$ cat config.mk
export PLATFORM = sky130hd
export DESIGN_NAME = multicycle_ctrl
export DESIGN_NICKNAME = d
export VERILOG_FILES = /design/src/rtl/ctrl_pkg.sv /design/src/rtl/alu_decoder.sv /design/src/rtl/multicycle_ctrl.sv
export SDC_FILE = /design/constraint.sdc
export NUM_CORES = 1
export LEC_CHECK = 0
export CAP_MARGIN = 30
export CORE_MARGIN = 2
export CORE_UTILIZATION = 55
export CTS_BUF_LIST = sky130_fd_sc_hd__clkbuf_4
export DETAILED_ROUTE_END_ITERATION = 10
export DONT_BUFFER_PORTS = 1
export HOLD_SLACK_MARGIN = 0.02
export PLACE_DENSITY = 0.73
export SYNTH_ARGS = -nofsm -noshare
export SYNTH_HDL_FRONTEND = slang
export SYNTH_SLANG_ARGS = --single-unit
export TNS_END_PERCENT = 100
$ cat constraint.sdc
create_clock -name i_clk -period 6.1 [get_ports i_clk]
set_clock_uncertainty 0.05 [all_clocks]
set_input_delay 1.22 -clock i_clk [delete_from_list [all_inputs] [get_ports i_clk]]
set_output_delay 1.22 -clock i_clk [all_outputs]
set_load 0.05 [all_outputs]
$ cat src/rtl/ctrl_pkg.sv
// Shared types and constants for the multi-cycle control unit.
package ctrl_pkg;

   // Controller sequencing states.
   typedef enum logic [2:0] {
      StIdle,
      StFetch,
      StDecode,
      StExec,
      StMemRd,
      StMemWr,
      StWb
   } state_e;

   // Instruction classes recognised by the decoder.
   typedef enum logic [2:0] {
      ClsR,
      ClsI,
      ClsLd,
      ClsSt,
      ClsIll
   } instr_class_e;

   // Major opcodes.
   localparam logic [6:0] OP_R  = 7'b0110011;
   localparam logic [6:0] OP_I  = 7'b0010011;
   localparam logic [6:0] OP_LD = 7'b0000011;
   localparam logic [6:0] OP_ST = 7'b0100011;

   // Native width of the ALU operation codes below.
   localparam int unsigned ALU_OP_W = 4;

   // ALU operation codes.
   localparam logic [ALU_OP_W-1:0] ALU_AND  = 4'b0000;
   localparam logic [ALU_OP_W-1:0] ALU_OR   = 4'b0001;
   localparam logic [ALU_OP_W-1:0] ALU_ADD  = 4'b0010;
   localparam logic [ALU_OP_W-1:0] ALU_XOR  = 4'b0011;
   localparam logic [ALU_OP_W-1:0] ALU_SLL  = 4'b0100;
   localparam logic [ALU_OP_W-1:0] ALU_SRL  = 4'b0101;
   localparam logic [ALU_OP_W-1:0] ALU_SUB  = 4'b0110;
   localparam logic [ALU_OP_W-1:0] ALU_SLT  = 4'b0111;
   localparam logic [ALU_OP_W-1:0] ALU_SRA  = 4'b1000;
   localparam logic [ALU_OP_W-1:0] ALU_SLTU = 4'b1001;

   // Width of the memory wait counter; holds any timeout in 1..255.
   localparam int unsigned WAIT_W = 8;

   // funct3 -> ALU code; alt selects SUB/SRA on the two dual-use encodings.
   function automatic logic [ALU_OP_W-1:0] alu_op_map(input logic [2:0] f3, input logic alt);
      logic [ALU_OP_W-1:0] op;
      case (f3)
         3'b000:  op = alt ? ALU_SUB : ALU_ADD;
         3'b001:  op = ALU_SLL;
         3'b010:  op = ALU_SLT;
         3'b011:  op = ALU_SLTU;
         3'b100:  op = ALU_XOR;
         3'b101:  op = alt ? ALU_SRA : ALU_SRL;
         3'b110:  op = ALU_OR;
         default: op = ALU_AND;
      endcase
      return op;
   endfunction

endpackage

$ cat src/rtl/alu_decoder.sv
// Combinational instruction decoder: class and ALU operation from opcode/funct fields.
module alu_decoder
   import ctrl_pkg::*;
(
   input  logic [6:0]          i_opcode,
   input  logic [2:0]          i_funct3,
   input  logic [6:0]          i_funct7,
   output logic [ALU_OP_W-1:0] o_alu_cc,
   output instr_class_e        o_class
);

   logic w_alt;
   logic w_f7_ok;
   logic w_f7_zero;

   assign w_alt     = i_funct7[5];
   assign w_f7_zero = (i_funct7 == 7'b0000000);
   assign w_f7_ok   = w_f7_zero || (i_funct7 == 7'b0100000);

   // Classify the instruction and pick its ALU operation; anything unmatched is illegal.
   always_comb begin
      o_alu_cc = ALU_ADD;
      o_class  = ClsIll;
      case (i_opcode)
         OP_R: begin
            // alt only legal on the ADD/SUB and SRL/SRA encodings
            if (w_f7_ok && (!w_alt || i_funct3 == 3'b000 || i_funct3 == 3'b101)) begin
               o_class  = ClsR;
               o_alu_cc = alu_op_map(i_funct3, w_alt);
            end
         end
         OP_I: begin
            if (i_funct3 == 3'b001) begin
               if (w_f7_zero) begin
                  o_class  = ClsI;
                  o_alu_cc = ALU_SLL;
               end
            end else if (i_funct3 == 3'b101) begin
               if (w_f7_ok) begin
                  o_class  = ClsI;
                  o_alu_cc = alu_op_map(i_funct3, w_alt);
               end
            end else begin
               // funct7 is immediate data here, so ADDI never becomes SUB
               o_class  = ClsI;
               o_alu_cc = alu_op_map(i_funct3, 1'b0);
            end
         end
         OP_LD: begin
            if (i_funct3 == 3'b010) begin
               o_class  = ClsLd;
               o_alu_cc = ALU_ADD;
            end
         end
         OP_ST: begin
            if (i_funct3 == 3'b010) begin
               o_class  = ClsSt;
               o_alu_cc = ALU_ADD;
            end
         end
         default: begin
            o_class  = ClsIll;
            o_alu_cc = ALU_ADD;
         end
      endcase
   end

endmodule

$ cat src/rtl/multicycle_ctrl.sv
// Multi-cycle control unit: sequences fetch/decode/execute/memory/writeback for
// R-type, I-type ALU, LW and SW, with a timed mem_ready handshake.
module multicycle_ctrl
   import ctrl_pkg::*;
#(
   parameter int unsigned ALU_CC_W    = 4,
   parameter int unsigned MEM_TIMEOUT = 15,
   parameter int unsigned CNT_W       = 32
) (
   input  logic                i_clk,
   input  logic                i_rst_n,
   input  logic [6:0]          i_opcode,
   input  logic [2:0]          i_funct3,
   input  logic [6:0]          i_funct7,
   input  logic                i_mem_ready,
   output logic                o_pc_write,
   output logic                o_ir_write,
   output logic                o_reg_write,
   output logic                o_mem2reg,
   output logic                o_alu_src,
   output logic                o_mem_write,
   output logic                o_mem_read,
   output logic [ALU_CC_W-1:0] o_alu_cc,
   output logic                o_illegal_instr,
   output logic                o_mem_err,
   output logic [CNT_W-1:0]    o_retired_cnt
);

   state_e              r_state;
   state_e              w_state_nxt;
   logic [6:0]          r_opcode;
   logic [2:0]          r_funct3;
   logic [6:0]          r_funct7;
   instr_class_e        r_class;
   logic [WAIT_W-1:0]   r_wait_cnt;
   logic [CNT_W-1:0]    r_retired_cnt;

   logic [6:0]          w_dec_opcode;
   logic [2:0]          w_dec_funct3;
   logic [6:0]          w_dec_funct7;
   logic [ALU_OP_W-1:0] w_dec_alu_cc;
   instr_class_e        w_dec_class;
   logic [ALU_OP_W-1:0] w_alu_cc;
   logic                w_in_mem;
   logic                w_timeout;
   logic                w_retire;

   // Live fields are decoded only in DECODE; afterwards the latched copy drives the
   // decoder, so opcode can never reach the outputs outside DECODE.
   assign w_dec_opcode = (r_state == StDecode) ? i_opcode : r_opcode;
   assign w_dec_funct3 = (r_state == StDecode) ? i_funct3 : r_funct3;
   assign w_dec_funct7 = (r_state == StDecode) ? i_funct7 : r_funct7;

   alu_decoder u_alu_decoder (
      .i_opcode (w_dec_opcode),
      .i_funct3 (w_dec_funct3),
      .i_funct7 (w_dec_funct7),
      .o_alu_cc (w_dec_alu_cc),
      .o_class  (w_dec_class)
   );

   assign w_in_mem = (r_state == StMemRd) || (r_state == StMemWr);
   // Final permitted wait cycle with no ready; a late ready still counts as success.
   assign w_timeout = w_in_mem && !i_mem_ready && (r_wait_cnt == WAIT_W'(MEM_TIMEOUT - 1));

   assign o_alu_cc      = ALU_CC_W'(w_alu_cc);
   assign o_retired_cnt = r_retired_cnt;

   // Next-state and Moore outputs from state, latched decode and wait counter.
   always_comb begin
      w_state_nxt     = r_state;
      o_pc_write      = 1'b0;
      o_ir_write      = 1'b0;
      o_reg_write     = 1'b0;
      o_mem2reg       = 1'b0;
      o_alu_src       = 1'b0;
      o_mem_write     = 1'b0;
      o_mem_read      = 1'b0;
      o_illegal_instr = 1'b0;
      o_mem_err       = 1'b0;
      w_alu_cc        = '0;
      w_retire        = 1'b0;
      case (r_state)
         StIdle: begin
            w_state_nxt = StFetch;
         end
         StFetch: begin
            o_ir_write  = 1'b1;
            o_pc_write  = 1'b1;
            w_state_nxt = StDecode;
         end
         StDecode: begin
            if (w_dec_class == ClsIll) begin
               o_illegal_instr = 1'b1;
               w_state_nxt     = StFetch;
            end else begin
               w_state_nxt = StExec;
            end
         end
         StExec: begin
            w_alu_cc  = w_dec_alu_cc;
            o_alu_src = (r_class != ClsR);
            case (r_class)
               ClsR, ClsI: w_state_nxt = StWb;
               ClsLd:      w_state_nxt = StMemRd;
               ClsSt:      w_state_nxt = StMemWr;
               default:    w_state_nxt = StFetch;
            endcase
         end
         StMemRd: begin
            o_mem_read = 1'b1;
            o_alu_src  = 1'b1;
            w_alu_cc   = ALU_ADD;
            if (i_mem_ready) begin
               w_state_nxt = StWb;
            end else if (w_timeout) begin
               o_mem_err   = 1'b1;
               w_state_nxt = StFetch;
            end
         end
         StMemWr: begin
            o_mem_write = 1'b1;
            o_alu_src   = 1'b1;
            w_alu_cc    = ALU_ADD;
            if (i_mem_ready) begin
               w_retire    = 1'b1;
               w_state_nxt = StFetch;
            end else if (w_timeout) begin
               o_mem_err   = 1'b1;
               w_state_nxt = StFetch;
            end
         end
         StWb: begin
            o_reg_write = 1'b1;
            o_mem2reg   = (r_class == ClsLd);
            o_alu_src   = (r_class != ClsR);
            w_alu_cc    = w_dec_alu_cc;
            w_retire    = 1'b1;
            w_state_nxt = StFetch;
         end
         default: begin
            w_state_nxt = StIdle;
         end
      endcase
   end

   // State, decode latch, memory wait counter and retired-instruction counter.
   always_ff @(posedge i_clk or negedge i_rst_n) begin
      if (!i_rst_n) begin
         r_state       <= StIdle;
         r_opcode      <= '0;
         r_funct3      <= '0;
         r_funct7      <= '0;
         r_class       <= ClsR;
         r_wait_cnt    <= '0;
         r_retired_cnt <= '0;
      end else begin
         r_state <= w_state_nxt;
         if (r_state == StDecode) begin
            r_opcode <= i_opcode;
            r_funct3 <= i_funct3;
            r_funct7 <= i_funct7;
            r_class  <= w_dec_class;
         end
         // Counts stalled memory cycles; zero in every other state, so it is clear on entry.
         if (w_in_mem && !i_mem_ready) begin
            r_wait_cnt <= r_wait_cnt + WAIT_W'(1);
         end else begin
            r_wait_cnt <= '0;
         end
         if (w_retire) begin
            r_retired_cnt <= r_retired_cnt + CNT_W'(1);
         end
      end
   end

endmodule

==> results_dict.tcl, run 1 <==
set metrics [dict create \
    synth_cells 346 \
    rsz0062_at_grt "no" \
    fp-row-count 28 \
    h-tree-depth 3 \
    final.min_clock_period_ns 4.53 \
    grt_start_max_net_pins 64 \
    area_growth_pct 8.95 \
    p_leak_nw 1.55 \
    wire_per_inst_um 15.5 \
    initial_utilization_pct 56.2 \
    clk_latency_ns 0.39 \
    gp_congestion 0.943 \
    ys_ff_latch 63 \
    critical_path.max_fanout 27 \
    setup_viol 0 \
    critPathLaunchType "flip-flop" \
    relSlewSlack_pct 31.4 \
    vias 2493 \
    power.density_mw_per_mm2 423 \
    avgSynthCellArea_um2 9.45 \
    fin_cells 432 \
    yosysWarnings 0 \
    cts_inserted_buffers 9 \
    io_pins 65 \
    nNetsFinal 375 \
    fillers 510 \
    met2_usage_pct 31.8 \
    vias_per_cell 5.77 \
    root_buffer "clkbuf_4" \
    ctsResizeCount 0 \
    tightest_slew_ns 1.02 \
    drtAntennaViolNets 0 \
    worst_slack_ns 1.57 \
    critPathKind "reg2out" \
    regArea_mm2 0.00158 \
    ys_seq_area_share_pct 48.2 \
    cts_setup_buffers 0 \
    grt-busiest-layer "met2" \
    synth_area_mm2 0.00327 \
    synth_edf_count 0 \
    hold_class "reg2reg" \
    synthFlopType "dfrtp_1" \
    fp.dieArea_mm2 0.00658 \
    maxCapViolCount 0 \
    maxSlewViolCount 0 \
    cts_buffer_depth 2 \
    die_x_um 81.1 \
    grtUsageMet1_pct 30.0 \
    ir_worst_vdd_v 0.000229 \
    pre_cts_ws_ns 1.80 \
    grt_overflow 0 \
    core_region_area_mm2 0.00582 \
    post-route-period-util_pct 74.3 \
    dp_hpwl_um 4640 \
    hold_viol 0 \
    routed_wl_um 6700 \
    grt_usage_pct 21.2 \
    grt_pass1_vias 2336 \
    max_freq_mhz 221 \
    cp_data_arrival_time_ns 3.26 \
    antenna_found_initial 0 \
    tns_ns 0 \
    hold_buffers 0 \
    first_pass_iters 4 \
    synth_nets 369 \
    diodes 0 \
    synth_cell_types 52 \
    multi_input_area_mm2 0.00162 \
    die_h_um 81.1 \
    post-route-drc-count 0 \
    status "complete, no violations" \
    port_buffers 0 \
    dp.cells 415 \
    path_clk_slew_ns 0.12 \
    cp-end-kind "output pin" \
    drive_gt1_share_pct 10.6 \
    synth_async_sr_flop_share_pct 100 \
    initialDrtViolationCount 119 \
    grt_first_pass_wirelength_um 10700 \
    cts.sinks 63 \
    cp.required_ns 4.83 \
    cts_tree "done" \
    use_met3_pct 5.56 \
]
-- metrics by stage --
step | total power [mW] | hold slack (ns) | instance area (um^2) | util [%]
after floorplan | 1.04 | 0.388 | 3270 | -
after global placement | 1.13 | 0.408 | 3350 | 57.7
after detailed placement | 1.14 | 0.415 | 3370 | 58.0
after CTS | 1.51 | 0.416 | 3560 | 61.2
after global routing | 1.61 | 0.393 | 3560 | 61.3
final | 1.51 | 0.439 | 3560 | 61.3
-- path summary, 6_finish.rpt --
kind	from	to	slack (ns)	cells past startpoint
hold reg to reg	r_funct7[4]	r_funct7[4]	0.44	2
min in group asynchronous	i_rst_n	o_retired_cnt[7]	0.45	0
setup / recovery	r_state[0]	o_alu_cc[0]	1.57	5
max in group asynchronous	i_rst_n	r_funct7[1]	5.43	0
setup reg to reg	r_state[0]	r_class[2]	3.48	6
hold / removal	r_funct7[4]	r_funct7[4]	0.44	2
-- final cells by class --
type / instances / share of cell area (%)
Multi-Input combinational cell: 262 / 45.5
Clock inverter: 7 / 3.34
Clock buffer: 9 / 1.90
Timing Repair Buffer: 8 / 1.58
Sequential cell: 63 / 44.2
Inverter: 8 / 0.843
Tap cell: 75 / 2.63
-- cell usage in the layout (no fill, tap or decap), drive strengths merged, types with 2 or more instances in the layout --
cell type / synthesis / routed
nor3: 3 / 3
nand2b: 3 / 3
xor2: 13 / 13
nand4b: 2 / 2
nand3: 22 / 22
nand3b: 2 / 2
a22oi: 2 / 2
o211ai: 4 / 4
a21oi: 5 / 5
nand4: 12 / 12
or3: 2 / 2
inv: 8 / 9
a211oi: 3 / 3
dfrtp: 63 / 63
a22o: 2 / 2
xnor2: 26 / 26
a21o: 2 / 2
o21ai: 14 / 14
o21a: 2 / 2
a31oi: 4 / 4
clkinvlp: 0 / 2
nor2b: 4 / 4
buf: 7 / 7
nor3b: 6 / 6
bufinv: 0 / 3
and3: 6 / 6
nor4b: 3 / 3
nor4: 2 / 2
mux2i: 4 / 4
and4: 4 / 4
ha: 3 / 3
nor2: 30 / 30
clkbuf: 6 / 10
nand2: 66 / 66
-- Yosys cell counts (6+ instances only) --
library cell  instances  area share (%)
inv_1                 8            0.92
nand4_1              12             2.3
nand2_1              66             7.6
xor2_1               13             3.5
o21ai_0              13             2.0
dfrtp_1              63              48
nor2_1               28             3.2
nand3_1              21             3.2
and3_1                6             1.1
xnor2_1              26             7.0
clkbuf_1              6            0.69
-- cells by family (layout without fill, tap and decap cells) --
family,count (synthesis),after routing,share of synthesized area [%]
compound gates,43,43,8.99
simple gates,172,172,26.5
fa+ha+maj,3,3,1.15
flops,63,63,48.2
buf+inv,21,32,3.10
xor+xnor,39,39,10.4
mux,5,5,1.57
-- layer usage --
metal / share of wire [%] / up-vias
met2: 46 / 76
met5: 0 / -
met1: 47 / 1195
li1: - / 1211
met3: 6.0 / 11
met4: 1.2 / 0
-- flip-flops by register name, indices dropped and copies added, names as in the netlist --
| register | flops |
|---|---|
| r_state | 3 |
| r_class | 3 |
| o_retired_cnt | 32 |
| r_funct3 | 3 |
| r_funct7 | 7 |
| r_wait_cnt | 8 |
| r_opcode | 7 |
-- critical path: stages (launching register included) --
cell      delay, ns
dfrtp_1        0.61
or3b_1         0.77
nand3_1        0.23
o22ai_2        0.27
nand4b_1       0.19
a211oi_2       0.79
-- power by group --
| part | total [mW] | switching [mW] | internal [mW] |
|---|---|---|---|
| registers | 0.656 | 0.157 | 0.500 |
| logic | 0.482 | 0.315 | 0.168 |
| clock network | 0.369 | 0.161 | 0.208 |
(Power assumes the default switching activity.)
==> run 2: changes to the inputs <==
--- a/config.mk
+++ b/config.mk
@@ -12,7 +12,7 @@
 export DETAILED_ROUTE_END_ITERATION = 10
 export DONT_BUFFER_PORTS = 1
 export HOLD_SLACK_MARGIN = 0.02
-export PLACE_DENSITY = 0.73
+export PLACE_DENSITY = 0.76
 export SYNTH_ARGS = -nofsm -noshare
 export SYNTH_HDL_FRONTEND = slang
 export SYNTH_SLANG_ARGS = --single-unit
==> constraint.sdc (replaced) <==
create_clock -name i_clk -period 3.7 [get_ports i_clk]
set_clock_uncertainty 0.05 [all_clocks]
set_input_delay 0.74 -clock i_clk [delete_from_list [all_inputs] [get_ports i_clk]]
set_output_delay 0.74 -clock i_clk [all_outputs]
set_load 0.05 [all_outputs]
==> run 2 against run 1 <==
Via count is 3.5% higher. Register-to-register slack worse by 2.3 ns. Flip-flop and latch count stayed put. Critical path type unchanged.
==> results_dict.tcl, run 2 (synthesized netlist as in run 1, its figures left out) <==
set metrics [dict create \
    use_met3_pct 6.00 \
    layout_common_cells "nand2_1 (66), dfrtp_1 (60), nor2_1 (28)" \
    grt_first_pass_wirelength_um 11000 \
    tightest_slew_ns 0.999 \
    status "complete, no violations" \
    cts_buffer_depth 2 \
    cts.sinks 63 \
    grt_start_max_net_pins 64 \
    initialDrtViolationCount 147 \
    pre_cts_ws_ns 0.311 \
    maxCapViolCount 0 \
    largest_reg_flops 32 \
    cp.required_ns 2.91 \
    post-route-drc-count 0 \
    clk_latency_ns 0.43 \
    hold_class "in2async" \
    cp-end-kind "output pin" \
    critical_path.max_fanout 14 \
    maxSlewViolCount 0 \
    final.min_clock_period_ns 3.58 \
    vias 2580 \
    first_pass_iters 5 \
    root_buffer "clkbuf_4" \
    max_freq_mhz 280 \
    fp-row-count 28 \
    dp.cells 420 \
    io_pins 65 \
    met2_usage_pct 33.7 \
    nNetsFinal 394 \
    vias_per_cell 5.72 \
    post-route-period-util_pct 96.7 \
    port_buffers 0 \
    path_clk_slew_ns 0.13 \
    grt_overflow 0 \
    routed_wl_um 7090 \
    antenna_found_initial 0 \
    fillers 518 \
    area_growth_pct 13.8 \
    critPathLaunchType "flip-flop" \
    wire_per_inst_um 15.7 \
    drtAntennaViolNets 0 \
    power.density_mw_per_mm2 669 \
    fin_cells 451 \
    initial_utilization_pct 56.2 \
    grtUsageMet1_pct 29.8 \
    p_leak_nw 1.64 \
    h-tree-depth 3 \
    cp_data_arrival_time_ns 2.79 \
    grt-busiest-layer "met2" \
    drive_gt1_share_pct 17.3 \
    dp_hpwl_um 4930 \
    die_h_um 81.1 \
    cts_inserted_buffers 9 \
    core_region_area_mm2 0.00582 \
    hold_viol 0 \
    critPathKind "reg2out" \
    diodes 0 \
    setup_viol 0 \
    cts_tree "done" \
    die_x_um 81.1 \
    relSlewSlack_pct 33.1 \
    grt_usage_pct 22.2 \
    grt_pass1_vias 2375 \
    fp.dieArea_mm2 0.00658 \
    mostFrequentLayoutCell "nand2_1" \
    gp_congestion 0.861 \
    worst_slack_ns 0.123 \
    power_mw 2.49 \
    ir_worst_vdd_v 0.000397 \
]
[run 2: cell types whose count changed in the layout (fill, tap and decap cells not counted), sizes merged]
cell and delta:
inv -1, clkinvlp +1, clkinv +3, bufinv -3, buf +19
[run 2: metrics by stage]
stage	hold slack, ns	area [um^2]	utilization [%]	setup TNS, ns
5_1_grt	0.122	3720	64.0	-0.0132
4_1_cts	0.126	3570	61.4	0
2_1_floorplan	0.388	3280	-	0
3_3_place_gp	0.397	3410	58.6	0
6_report	0.114	3720	64.0	0
3_5_place_dp	0.397	3410	58.6	0
[run 2: worst max-delay path, stage by stage (launching register included)]
cell and delay, ns:
dfrtp_2 0.49, nor3b_4 0.34, buf_12 0.19, nand2_1 0.10, o21ai_4 0.20, nand2_1 0.10
or4b_1 0.49, a31oi_1 0.23, buf_4 0.23
[run 2: metal layers]
| layer | vias to the layer above | wire [um] |
|---|---|---|
| met3 | 11 | 458 |
| li1 | 1252 | - |
| met1 | 1243 | 3190 |
| met5 | - | 0 |
| met2 | 74 | 3320 |
| met4 | 0 | 118 |
[run 2: repair_timing]
item                       CTS  global route
setup endpoints to repair    2             2
pin swaps                    1             3
resized for setup            6             6
buffers inserted             0            13
hold buffers                 1             0
hold endpoints to repair    63             0
gates cloned                 0             1
[run 2: path summary, 6_finish.rpt]
| kind | from | to | slack [ns] | cells past startpoint |
|---|---|---|---|---|
| worst min register to register | r_funct7[6] | r_funct7[6] | 0.44 | 2 |
| max in group asynchronous | i_rst_n | r_state[1] | 3.20 | 1 |
| worst max-delay path | r_state[0] | o_alu_cc[2] | 0.12 | 8 |
| worst min-delay path | i_rst_n | o_retired_cnt[15] | 0.11 | 1 |
| worst max register to register | o_retired_cnt[0] | o_retired_cnt[30] | 1.22 | 7 |
| min in group i_clk | i_opcode[4] | r_class[1] | 0.37 | 1 |
[run 2: final cells by class]
class	instances	area [um^2]	area share, %
Tap cell	75	93.8	2.52
Timing Repair Buffer	27	256	6.89
Clock inverter	7	50.0	1.34
Multi-Input combinational cell	262	1640	44.2
Inverter	8	30.0	0.807
Sequential cell	63	1580	42.5
Clock buffer	9	67.6	1.82
[run 2: power by group]
part	leakage [nW]	switching, mW	internal [mW]	total (mW)
combinational	0.752	0.596	0.420	1.02
clock	0.0579	0.268	0.137	0.405
sequential	0.829	0.241	0.827	1.07
==> run 3: changes to the inputs <==
--- a/config.mk
+++ b/config.mk
@@ -6,7 +6,7 @@
 export NUM_CORES = 1
 export LEC_CHECK = 0
 export CAP_MARGIN = 30
-export CORE_MARGIN = 2
+export CORE_MARGIN = 4
 export CORE_UTILIZATION = 55
 export CTS_BUF_LIST = sky130_fd_sc_hd__clkbuf_4
 export DETAILED_ROUTE_END_ITERATION = 10
==> run 3 against run 2 <==
Sequential power about the same. Register-to-register slack improved by 0.03 ns. Total power increased by 5.4%. Wire length increased by 2.2%. Count of clock-buffer cells in the layout increased by 1. Final cell count decreased by 2.7%. First-iteration DRC count increased by 59%. Flip-flop and latch count unchanged. Hold slack improved by 0.022 ns. Critical endpoint unchanged. Clock power increased by 48%.
==> results_dict.tcl, run 3 (synthesized netlist as in run 1, its figures left out) <==
set metrics [dict create \
    diodes 0 \
    initialDrtViolationCount 233 \
    holdWs_ns 0.136 \
    cp-end-kind "output pin" \
    initial_utilization_pct 58.0 \
    gp_congestion 0.928 \
    post-route-drc-count 0 \
    final.min_clock_period_ns 3.50 \
    rr_worst_depth 6 \
    routed_wl_um 7240 \
    layout_common_cells "nand2_1 (66), dfrtp_1 (60), nor2_1 (28)" \
    power_mw 2.62 \
    cts_inserted_buffers 9 \
    vias 2538 \
    relSlewSlack_pct 33.6 \
    hold_class "in2async" \
    pre_cts_ws_ns 0.374 \
    worst_slack_ns 0.205 \
    fp-row-count 27 \
    critPathKind "reg2out" \
    fin_cells 439 \
    drive_gt1_share_pct 14.7 \
    status "complete, no violations" \
    post-route-period-util_pct 94.5 \
    antenna_found_initial 0 \
    grt_pass1_vias 2467 \
    cts.sinks 63 \
    port_buffers 0 \
    setup_viol 0 \
    die_h_um 85.1 \
    reg2reg_from "o_retired_cnt[4]" \
    clk_latency_ns 0.39 \
    crit_path_top_delay_cell "dfrtp_2" \
    grt_usage_pct 20.3 \
    critPathLaunchType "flip-flop" \
    cts_tree "done" \
    grt_first_pass_wirelength_um 11800 \
    drtAntennaViolNets 0 \
    h-tree-depth 3 \
    cp_data_arrival_time_ns 2.71 \
    maxSlewViolCount 0 \
    vias_per_cell 5.78 \
    cts_buffer_depth 2 \
    hold_viol 0 \
    dp_hpwl_um 5050 \
    area_growth_pct 13.2 \
    dp.cells 418 \
    place_area_mm2 0.00342 \
    critical_path.max_fanout 30 \
    reg2reg_to "o_retired_cnt[28]" \
    power.density_mw_per_mm2 709 \
    mostFrequentLayoutCell "nand2_1" \
    cp.required_ns 2.91 \
    nNetsFinal 385 \
    grt_start_max_net_pins 64 \
    wire_per_inst_um 16.5 \
    first_pass_iters 4 \
    largest_reg_flops 32 \
    tightest_slew_ns 0.993 \
    finalInstanceArea_mm2 0.00370 \
    max_freq_mhz 286 \
    maxCapViolCount 0 \
    core_region_area_mm2 0.00564 \
    rrSetupSlack_ns 1.25 \
    crit_chain "nor3b_4 > buf_12 > nand2_1 > o21ai_4 > nand2_1 > or4b_1 > a31oi_1 > buf_4" \
    grt_overflow 0 \
    io_pins 65 \
    die_x_um 85.1 \
    cpPeakStageDelay_ns 0.50 \
    fp.dieArea_mm2 0.00724 \
    path_clk_slew_ns 0.12 \
    cpMostUsedCell "nand2_1" \
    ir_worst_vdd_v 0.000573 \
    p_leak_nw 1.61 \
    root_buffer "clkbuf_4" \
]
run 3: layout make-up:
type / instances / area (um^2)
inverter: 8 / 30.0
timing repair buffer: 18 / 168
tap: 72 / 90.1
clock buffer: 10 / 75.1
clock inverter: 6 / 109
multi-input combinational: 262 / 1650
sequential: 63 / 1580
fill: 462 / 1940
run 3: how the worst max path moves through the flow:
| stage | to | startpoint | slack, ns |
|---|---|---|---|
| floorplan | o_alu_cc[2] | i_opcode[2] | 0.04 |
| global placement | o_alu_cc[2] | i_opcode[2] | 0.40 |
| detailed placement | o_alu_cc[2] | i_opcode[2] | 0.37 |
| CTS | o_alu_cc[2] | r_state[0] | 0.003 |
| global route | o_alu_cc[2] | r_state[1] | -0.004 |
| finish | o_alu_cc[2] | r_state[1] | 0.20 |
run 3: per-layer routing:
layer	track usage [%]	routed length (um)	vias to the layer above	share of wire, %
met2	29.4	3270	80	45
met3	6.02	572	8	7.9
met5	0	0	-	0
met1	29.0	3310	1228	46
li1	-	-	1222	-
met4	7.19	95	0	1.3
run 3: report_power, final:
part	switching [mW]	internal, mW	total (mW)
Combinational	0.568	0.364	0.932
Clock	0.252	0.348	0.600
Sequential	0.264	0.827	1.09
run 3: what timing repair did:
item / in CTS / in global routing
hold buffers: 1 / 0
endpoints found under the setup margin: 2 / 4
hold endpoints to repair: 63 / 0
resized for setup: 1 / 8
buffers inserted: 0 / 3
run 3: worst max-delay path: cells and delay by family (launching register included):
family                 cells  cell delay (ns)
AND/OR/NAND/NOR            4             0.95
flip-flops                 1             0.50
buffers and inverters      2             0.43
AO/OA/AOI/OAI              2             0.41
run 3: through the flow:
| step | util (%) | setup TNS, ns |
|---|---|---|
| after floorplan | - | 0 |
| after global placement | 60.7 | 0 |
| after detailed placement | 60.7 | 0 |
| after CTS | 64.5 | 0 |
| after global routing | 65.6 | -0.00416 |
| final | 65.6 | 0 |
